===== config.mk =====
export PLATFORM = sky130hd
export DESIGN_NAME = ps2_key_decoder
export DESIGN_NICKNAME = d
export VERILOG_FILES = /design/src/rtl/ps2_pkg.sv /design/src/rtl/key_repeat.sv /design/src/rtl/ps2_key_decoder.sv
export SDC_FILE = /design/constraint.sdc
export NUM_CORES = 1
export LEC_CHECK = 0
export BUFFER_PORTS_ARGS = -buffer_cell sky130_fd_sc_hd__buf_2
export CAP_MARGIN = 40
export CORE_ASPECT_RATIO = 1.25
export CORE_UTILIZATION = 50
export CTS_CLUSTER_DIAMETER = 60
export DETAILED_ROUTE_END_ITERATION = 8
export GPL_TIMING_DRIVEN = 1
export PLACE_DENSITY = 0.69
export SYNTH_ARGS = -nofsm -noshare
export SYNTH_HDL_FRONTEND = slang
export SYNTH_SLANG_ARGS = --single-unit

===== constraint.sdc =====
create_clock -name clk -period 2.7 [get_ports clk]
set_clock_uncertainty 0.05 [all_clocks]
set_input_delay 0.81 -clock clk [delete_from_list [all_inputs] [get_ports clk]]
set_output_delay 0.81 -clock clk [all_outputs]
set_load 0.01 [all_outputs]

===== src/rtl/ps2_pkg.sv =====
// Shared PS/2 set-2 scan codes, game command bit indices and the FIFO read FSM encoding.
package ps2_pkg;

  localparam logic [7:0] SC_E0    = 8'hE0;
  localparam logic [7:0] SC_F0    = 8'hF0;
  localparam logic [7:0] SC_E1    = 8'hE1;
  localparam logic [7:0] SC_LEFT  = 8'h6B;
  localparam logic [7:0] SC_RIGHT = 8'h74;
  localparam logic [7:0] SC_DOWN  = 8'h72;
  localparam logic [7:0] SC_UP    = 8'h75;
  localparam logic [7:0] SC_SPACE = 8'h29;
  localparam logic [7:0] SC_P     = 8'h4D;

  localparam logic [7:0] SC_BAT    = 8'hAA;
  localparam logic [7:0] SC_ACK    = 8'hFA;
  localparam logic [7:0] SC_RESEND = 8'hFE;
  localparam logic [7:0] SC_ECHO   = 8'hEE;
  localparam logic [7:0] SC_ERR0   = 8'h00;
  localparam logic [7:0] SC_ERR1   = 8'hFF;

  localparam int CMD_LEFT   = 0;
  localparam int CMD_RIGHT  = 1;
  localparam int CMD_DOWN   = 2;
  localparam int CMD_ROTATE = 3;
  localparam int CMD_DROP   = 4;
  localparam int CMD_PAUSE  = 5;

  // Only the movement keys take part in autorepeat.
  localparam logic [5:0] MOVE_MASK = 6'b000111;

  typedef enum logic [1:0] {
    RD_IDLE    = 2'd0,
    RD_WAIT    = 2'd1,
    RD_CAPTURE = 2'd2
  } rd_state_e;

  // Keyboard housekeeping bytes that carry no key information.
  function automatic logic is_ignore(input logic [7:0] b);
    return (b == SC_BAT) || (b == SC_ACK) || (b == SC_RESEND) ||
           (b == SC_ECHO) || (b == SC_ERR0) || (b == SC_ERR1);
  endfunction

  // One-hot game key for a scan code; the E0 prefix must match exactly.
  function automatic logic [5:0] key_map(input logic [7:0] b, input logic ext);
    logic [5:0] m;
    m = '0;
    if (ext) begin
      case (b)
        SC_LEFT:  m[CMD_LEFT]   = 1'b1;
        SC_RIGHT: m[CMD_RIGHT]  = 1'b1;
        SC_DOWN:  m[CMD_DOWN]   = 1'b1;
        SC_UP:    m[CMD_ROTATE] = 1'b1;
        default:  m = '0;
      endcase
    end else begin
      case (b)
        SC_SPACE: m[CMD_DROP]  = 1'b1;
        SC_P:     m[CMD_PAUSE] = 1'b1;
        default:  m = '0;
      endcase
    end
    return m;
  endfunction

endpackage


===== src/rtl/key_repeat.sv =====
// Press-edge command pulses plus single-target software autorepeat for the movement keys.
module key_repeat
  import ps2_pkg::*;
#(
  parameter int REPEAT_DELAY = 6250000,
  parameter int REPEAT_RATE  = 1250000,
  parameter int CNT_W        = 24
) (
  input  logic       clk,
  input  logic       rst,
  input  logic       ev,
  input  logic       ev_make,
  input  logic [5:0] ev_hit,
  input  logic [5:0] held,
  output logic [5:0] cmd
);

  localparam logic [CNT_W-1:0] DLY = CNT_W'(REPEAT_DELAY);
  localparam logic [CNT_W-1:0] RTE = CNT_W'(REPEAT_RATE);

  logic [5:0]       trk;
  logic             first;
  logic [CNT_W-1:0] cnt, cnt_n;
  logic [5:0]       press_vec, mv_press;
  logic             brk_trk, fire;

  // Typematic makes on an already-held key are not press edges.
  assign press_vec = (ev && ev_make) ? (ev_hit & ~held) : '0;
  assign mv_press  = press_vec & MOVE_MASK;
  assign brk_trk   = ev && !ev_make && |(ev_hit & trk);
  assign cnt_n     = (cnt == '1) ? cnt : cnt + 1'b1;
  assign fire      = |trk && (cnt_n == (first ? DLY : RTE));

  always_ff @(posedge clk or negedge rst) begin
    if (!rst) begin
      cmd   <= '0;
      trk   <= '0;
      first <= 1'b0;
      cnt   <= '0;
    end else begin
      cmd <= press_vec | ((fire && !brk_trk) ? trk : '0);
      if (|mv_press) begin
        trk   <= mv_press;
        first <= 1'b1;
        cnt   <= '0;
      end else if (brk_trk) begin
        trk <= '0;
        cnt <= '0;
      end else if (|trk) begin
        if (fire) begin
          first <= 1'b0;
          cnt   <= '0;
        end else begin
          cnt <= cnt_n;
        end
      end
    end
  end

endmodule


===== src/rtl/ps2_key_decoder.sv =====
// Drains the ps2_if byte FIFO, strips set-2 prefixes into make/break events and drives game commands.
module ps2_key_decoder
  import ps2_pkg::*;
#(
  parameter int REPEAT_DELAY   = 6250000,
  parameter int REPEAT_RATE    = 1250000,
  parameter int PREFIX_TIMEOUT = 2500000,
  parameter int CNT_W          = 24
) (
  input  logic       clk,
  input  logic       rst,
  input  logic       fifo_empty,
  input  logic [7:0] fifo_data,
  output logic       fifo_rd,
  output logic       key_valid,
  output logic [7:0] key_code,
  output logic       key_ext,
  output logic       key_make,
  output logic [5:0] keys_held,
  output logic [5:0] cmd
);

  localparam logic [CNT_W-1:0] TMO_LAST = CNT_W'(PREFIX_TIMEOUT - 1);

  rd_state_e        state, state_nxt;
  logic             capture;
  logic             ext_flag, brk_flag;
  logic [2:0]       skip_cnt;
  logic [CNT_W-1:0] tmo_cnt;
  logic             pending, is_ign, ev;
  logic [5:0]       ev_hit;

  always_ff @(posedge clk or negedge rst) begin
    if (!rst) state <= RD_IDLE;
    else      state <= state_nxt;
  end

  always_comb begin
    state_nxt = state;
    case (state)
      RD_IDLE:    if (!fifo_empty) state_nxt = RD_WAIT;
      RD_WAIT:    state_nxt = RD_CAPTURE;
      RD_CAPTURE: state_nxt = RD_IDLE;
      default:    state_nxt = RD_IDLE;
    endcase
  end

  // fifo_rd is gated by reset so no pop escapes while the block is held in reset.
  always_comb begin
    fifo_rd = 1'b0;
    capture = 1'b0;
    case (state)
      RD_IDLE:    fifo_rd = rst & ~fifo_empty;
      RD_CAPTURE: capture = 1'b1;
      default:    ;
    endcase
  end

  assign is_ign  = is_ignore(fifo_data);
  assign pending = ext_flag | brk_flag | (skip_cnt != 3'd0);
  assign ev      = capture && (skip_cnt == 3'd0) && (fifo_data != SC_E1) &&
                   (fifo_data != SC_E0) && (fifo_data != SC_F0) && !is_ign;
  assign ev_hit  = ev ? key_map(fifo_data, ext_flag) : '0;

  always_ff @(posedge clk or negedge rst) begin
    if (!rst) begin
      key_valid <= 1'b0;
      key_code  <= '0;
      key_ext   <= 1'b0;
      key_make  <= 1'b0;
      keys_held <= '0;
      ext_flag  <= 1'b0;
      brk_flag  <= 1'b0;
      skip_cnt  <= '0;
      tmo_cnt   <= '0;
    end else begin
      key_valid <= ev;
      if (ev) begin
        key_code  <= fifo_data;
        key_ext   <= ext_flag;
        key_make  <= !brk_flag;
        keys_held <= brk_flag ? (keys_held & ~ev_hit) : (keys_held | ev_hit);
      end
      if (capture) begin
        tmo_cnt <= '0;
        if (skip_cnt != 3'd0)      skip_cnt <= skip_cnt - 3'd1;
        else if (fifo_data == SC_E1) skip_cnt <= 3'd7;
        else if (fifo_data == SC_E0) ext_flag <= 1'b1;
        else if (fifo_data == SC_F0) brk_flag <= 1'b1;
        else if (!is_ign) begin
          ext_flag <= 1'b0;
          brk_flag <= 1'b0;
        end
      end else if (pending) begin
        // A stale prefix (e.g. a lost byte) must not corrupt the next key.
        if (tmo_cnt >= TMO_LAST) begin
          ext_flag <= 1'b0;
          brk_flag <= 1'b0;
          skip_cnt <= '0;
          tmo_cnt  <= '0;
        end else begin
          tmo_cnt <= tmo_cnt + 1'b1;
        end
      end else begin
        tmo_cnt <= '0;
      end
    end
  end

  key_repeat #(
    .REPEAT_DELAY(REPEAT_DELAY),
    .REPEAT_RATE (REPEAT_RATE),
    .CNT_W       (CNT_W)
  ) u_repeat (
    .clk    (clk),
    .rst    (rst),
    .ev     (ev),
    .ev_make(!brk_flag),
    .ev_hit (ev_hit),
    .held   (keys_held),
    .cmd    (cmd)
  );

endmodule


==> flow_metrics.py <==
metrics = {
    "critical_path": {
        "critPathKind": "flip-flop to flip-flop",
        "r2r-end": "u_repeat.first",
        "reg2reg_from": "u_repeat.cnt[4]",
        "slowest_stage": "or4b_1",
        "slowest_delay_ns": 0.49,
        "required_ns": 2.87,
        "r2r_slack_ns": -0.04,
        "worstRegToRegCells": 8,
        "setup.worst_path.start": "u_repeat.cnt[4]",
        "crit_chain": "and2_2 -> nand4_4 -> or3_4 -> a31o_4 -> a21oi_2 -> o2111ai_2 -> or4b_1 -> a22o_1",
        "cp-end-kind": "flip-flop",
        "cp_max_fo": 4,
        "cp.arrival_ns": 2.92,
        "setup.worst_path.start_class": "flip-flop",
    },
    "grt": {
        "grt_max_degree": 83,
        "grt_pass1_vias": 4707,
        "antenna_found_initial": 0,
        "grt_overflow": 0,
        "grtUsageTotal": 0.2825,
        "grt_pass1_wl_um": 22480,
    },
    "timing": {
        "drv_slew": 0,
        "tightest_slew_ns": 0.6285,
        "max_freq_mhz": 364.4,
        "max_slew_margin": 0.5810,
        "hold_violations": 0,
        "min_period_ns": 2.744,
        "finalCritPeriodShare": 1.016,
        "setup_tns_ns": -0.04390,
        "setup_viol": 1,
        "fin_ws_ns": -0.04390,
        "rsz0062_at_grt": "true",
    },
    "drt": {
        "drt_first_pass_iters": 7,
        "wl_um": 14050,
        "vias": 4776,
        "vias_per_cell": 5.889,
        "post-route-drc-count": 0,
        "wire_per_inst_um": 17.33,
        "drt-initial-drc-count": 248,
        "final_antenna_net_count": 0,
    },
    "synth": {
        "postSynthCellCount": 547,
        "yosysTopAreaCell": "dfrtp_1",
        "synth_top_area_share": 0.4227,
        "synth.most_common_cell": "dfrtp_1",
        "synth-seq-cells": 82,
        "avgSynthCellArea_um2": 8.875,
        "yosysWarnings": 0,
        "synthTopCellsByCount": "dfrtp_1, nand2_1, nor2_1, nand3_1, o21ai_0",
        "synth_edf_count": 0,
        "ys.flop_type": "dfrtp_1",
        "ys_types": 69,
        "async_reset_ff_frac": 1.000,
        "yosysSeqAreaShare": 0.4227,
        "synthTopCellsByArea": "dfrtp_1, nand2_1, nor2_1, xor2_1, xnor2_1",
        "synthesis.area_um2": 4855,
    },
    "final_layout": {
        "drive_above_1_share": 0.3474,
        "num-nets-final": 701,
        "design_area_um2": 6696,
        "synthToLayoutAreaGrowth_pct": 37.94,
        "fillCellCount": 712,
        "antennaDiodeCount": 0,
    },
    "power": {
        "max-vdd-ir-drop_uv": 460.5,
        "leakage_nw": 2.950,
        "power_density_nw_per_um2": 796.0,
    },
    "place": {
        "post-dp-hpwl_um": 9959,
        "post_dp_cell_area_um2": 6017,
        "io_buffer_count": 34,
        "place_ws_ns": -0.1826,
        "routabilityCongestion": 0.9633,
    },
    "clock_tree": {
        "clk_pin_slew_ns": 0.06,
        "clk-insertion-delay-late_ns": 0.34,
        "htreeDepth": 3,
        "clockRootBuffer": "clkbuf_16",
        "cts_tree": "done",
        "numCtsBuffers": 9,
        "hold_buffers": 0,
        "cts_max_path_buffers": 2,
        "cts_sinks": 82,
    },
    "floorplanning": {
        "die_h_um": 112.2,
        "dieArea_um2": 10110,
        "pin_count": 35,
        "fp.coreArea_um2": 9271,
        "initial_utilization": 0.5236,
        "die_x_um": 90.14,
        "rows": 39,
    },
    "outcome": {
        "status": "finished, violations left",
        "violations": "negative setup slack",
    },
    "min_path": {
        "hold_path.class": "flip-flop to flip-flop",
        "hold_depth": 1,
        "min_to": "u_repeat.cmd[5]",
    },
    "flow_run": {
        "drv_cap": 0,
    },
}
[registers in the layout (all words and copies together) (netlist names), 2 cells and up, named ones only]
| signal | count |
|---|---|
| skip_cnt | 3 |
| u_repeat.cmd | 6 |
| tmo_cnt | 24 |
| key_code | 8 |
| u_repeat.trk | 3 |
| u_repeat.cnt | 24 |
| state | 2 |
[worst max path at each step]
stage	to	depth (start not counted)
after floorplan	u_repeat.first	10
after global placement	u_repeat.first	8
after detailed placement	u_repeat.cnt[19]	10
after CTS	u_repeat.first	10
after global routing	u_repeat.first	11
final	u_repeat.first	8
[cell usage in the layout (no fill, tap or decap), types with 4 or more instances in the layout]
cell type / count
a31oi_1: 11
clkbuf_16: 9
xnor2_1: 19
nor2b_1: 4
a21oi_1: 12
o21ai_1: 7
nand2b_1: 4
a22o_1: 4
buf_4: 116
nor3_1: 19
inv_1: 7
o2111ai_2: 4
nand3_1: 26
buf_12: 4
xor2_1: 20
nor2_1: 55
and3_1: 8
nor3_2: 6
dfrtp_1: 80
nand2_1: 67
o21ai_0: 16
and4_1: 4
or3_1: 7
nor4_1: 11
buf_2: 33
nand4_1: 18
and2_1: 6
[area by class of cell]
type,instances,area [um^2],share of cell area
Inverter,8,30.03,0.004484
Multi-Input combinational cell,429,2979,0.4449
Timing Repair Buffer,156,1150,0.1717
Clock inverter,3,90.09,0.01345
Sequential cell,82,2054,0.3068
Clock buffer,10,239.0,0.03569
Tap cell,123,153.9,0.02298
[report_power, final]
group	internal (mW)	total, mW	switching (mW)
clock network	0.913	1.39	0.473
registers	1.36	1.46	0.101
logic	1.19	2.49	1.29
total	3.46	5.33	1.87
[metal layers]
| metal | vias up | track usage | share of wire |
|---|---|---|---|
| met2 | 143 | 0.5176 | 0.53 |
| met5 | - | 0 | 0 |
| met4 | 0 | 0.1570 | 0.041 |
| li1 | 2262 | - | - |
| met1 | 2332 | 0.3105 | 0.39 |
| met3 | 39 | 0.04472 | 0.039 |
[logic make-up (layout without fill, tap and decap cells)]
family	after synthesis	in the layout	synth area share
compound gates	94	94	0.1322
xor+xnor	41	41	0.07397
fa+ha+maj	4	4	0.01031
buf+inv	37	177	0.03505
flops	82	82	0.4227
mux	5	5	0.01057
other cells	1	2	0.0007725
simple gates	283	283	0.3144
[critical path, delay by kind of cell, from the launching register on]
| kind | cells | cell delay, ns |
|---|---|---|
| flops | 1 | 0.42 |
| simple gates | 4 | 1.33 |
| compound gates | 4 | 0.83 |
[stage by stage]
step                      power (mW)  utilization  hold slack, ns  instances
after detailed placement       3.513       0.6490          0.3942        790
after floorplan                2.616            -          0.3902        548
after global placement         3.483       0.6490          0.3873        790
after CTS                      5.186       0.7090          0.4017        810
after global routing           5.591       0.7223          0.4327        811
final                          5.330       0.7223          0.4045        811
[what timing repair did]
item / in CTS / in global routing
pin swaps: 15 / 10
gates resized for setup: 35 / 28
setup endpoints to repair: 18 / 19
buffers inserted: 7 / 1
Power figures use the tool's default switching activity.
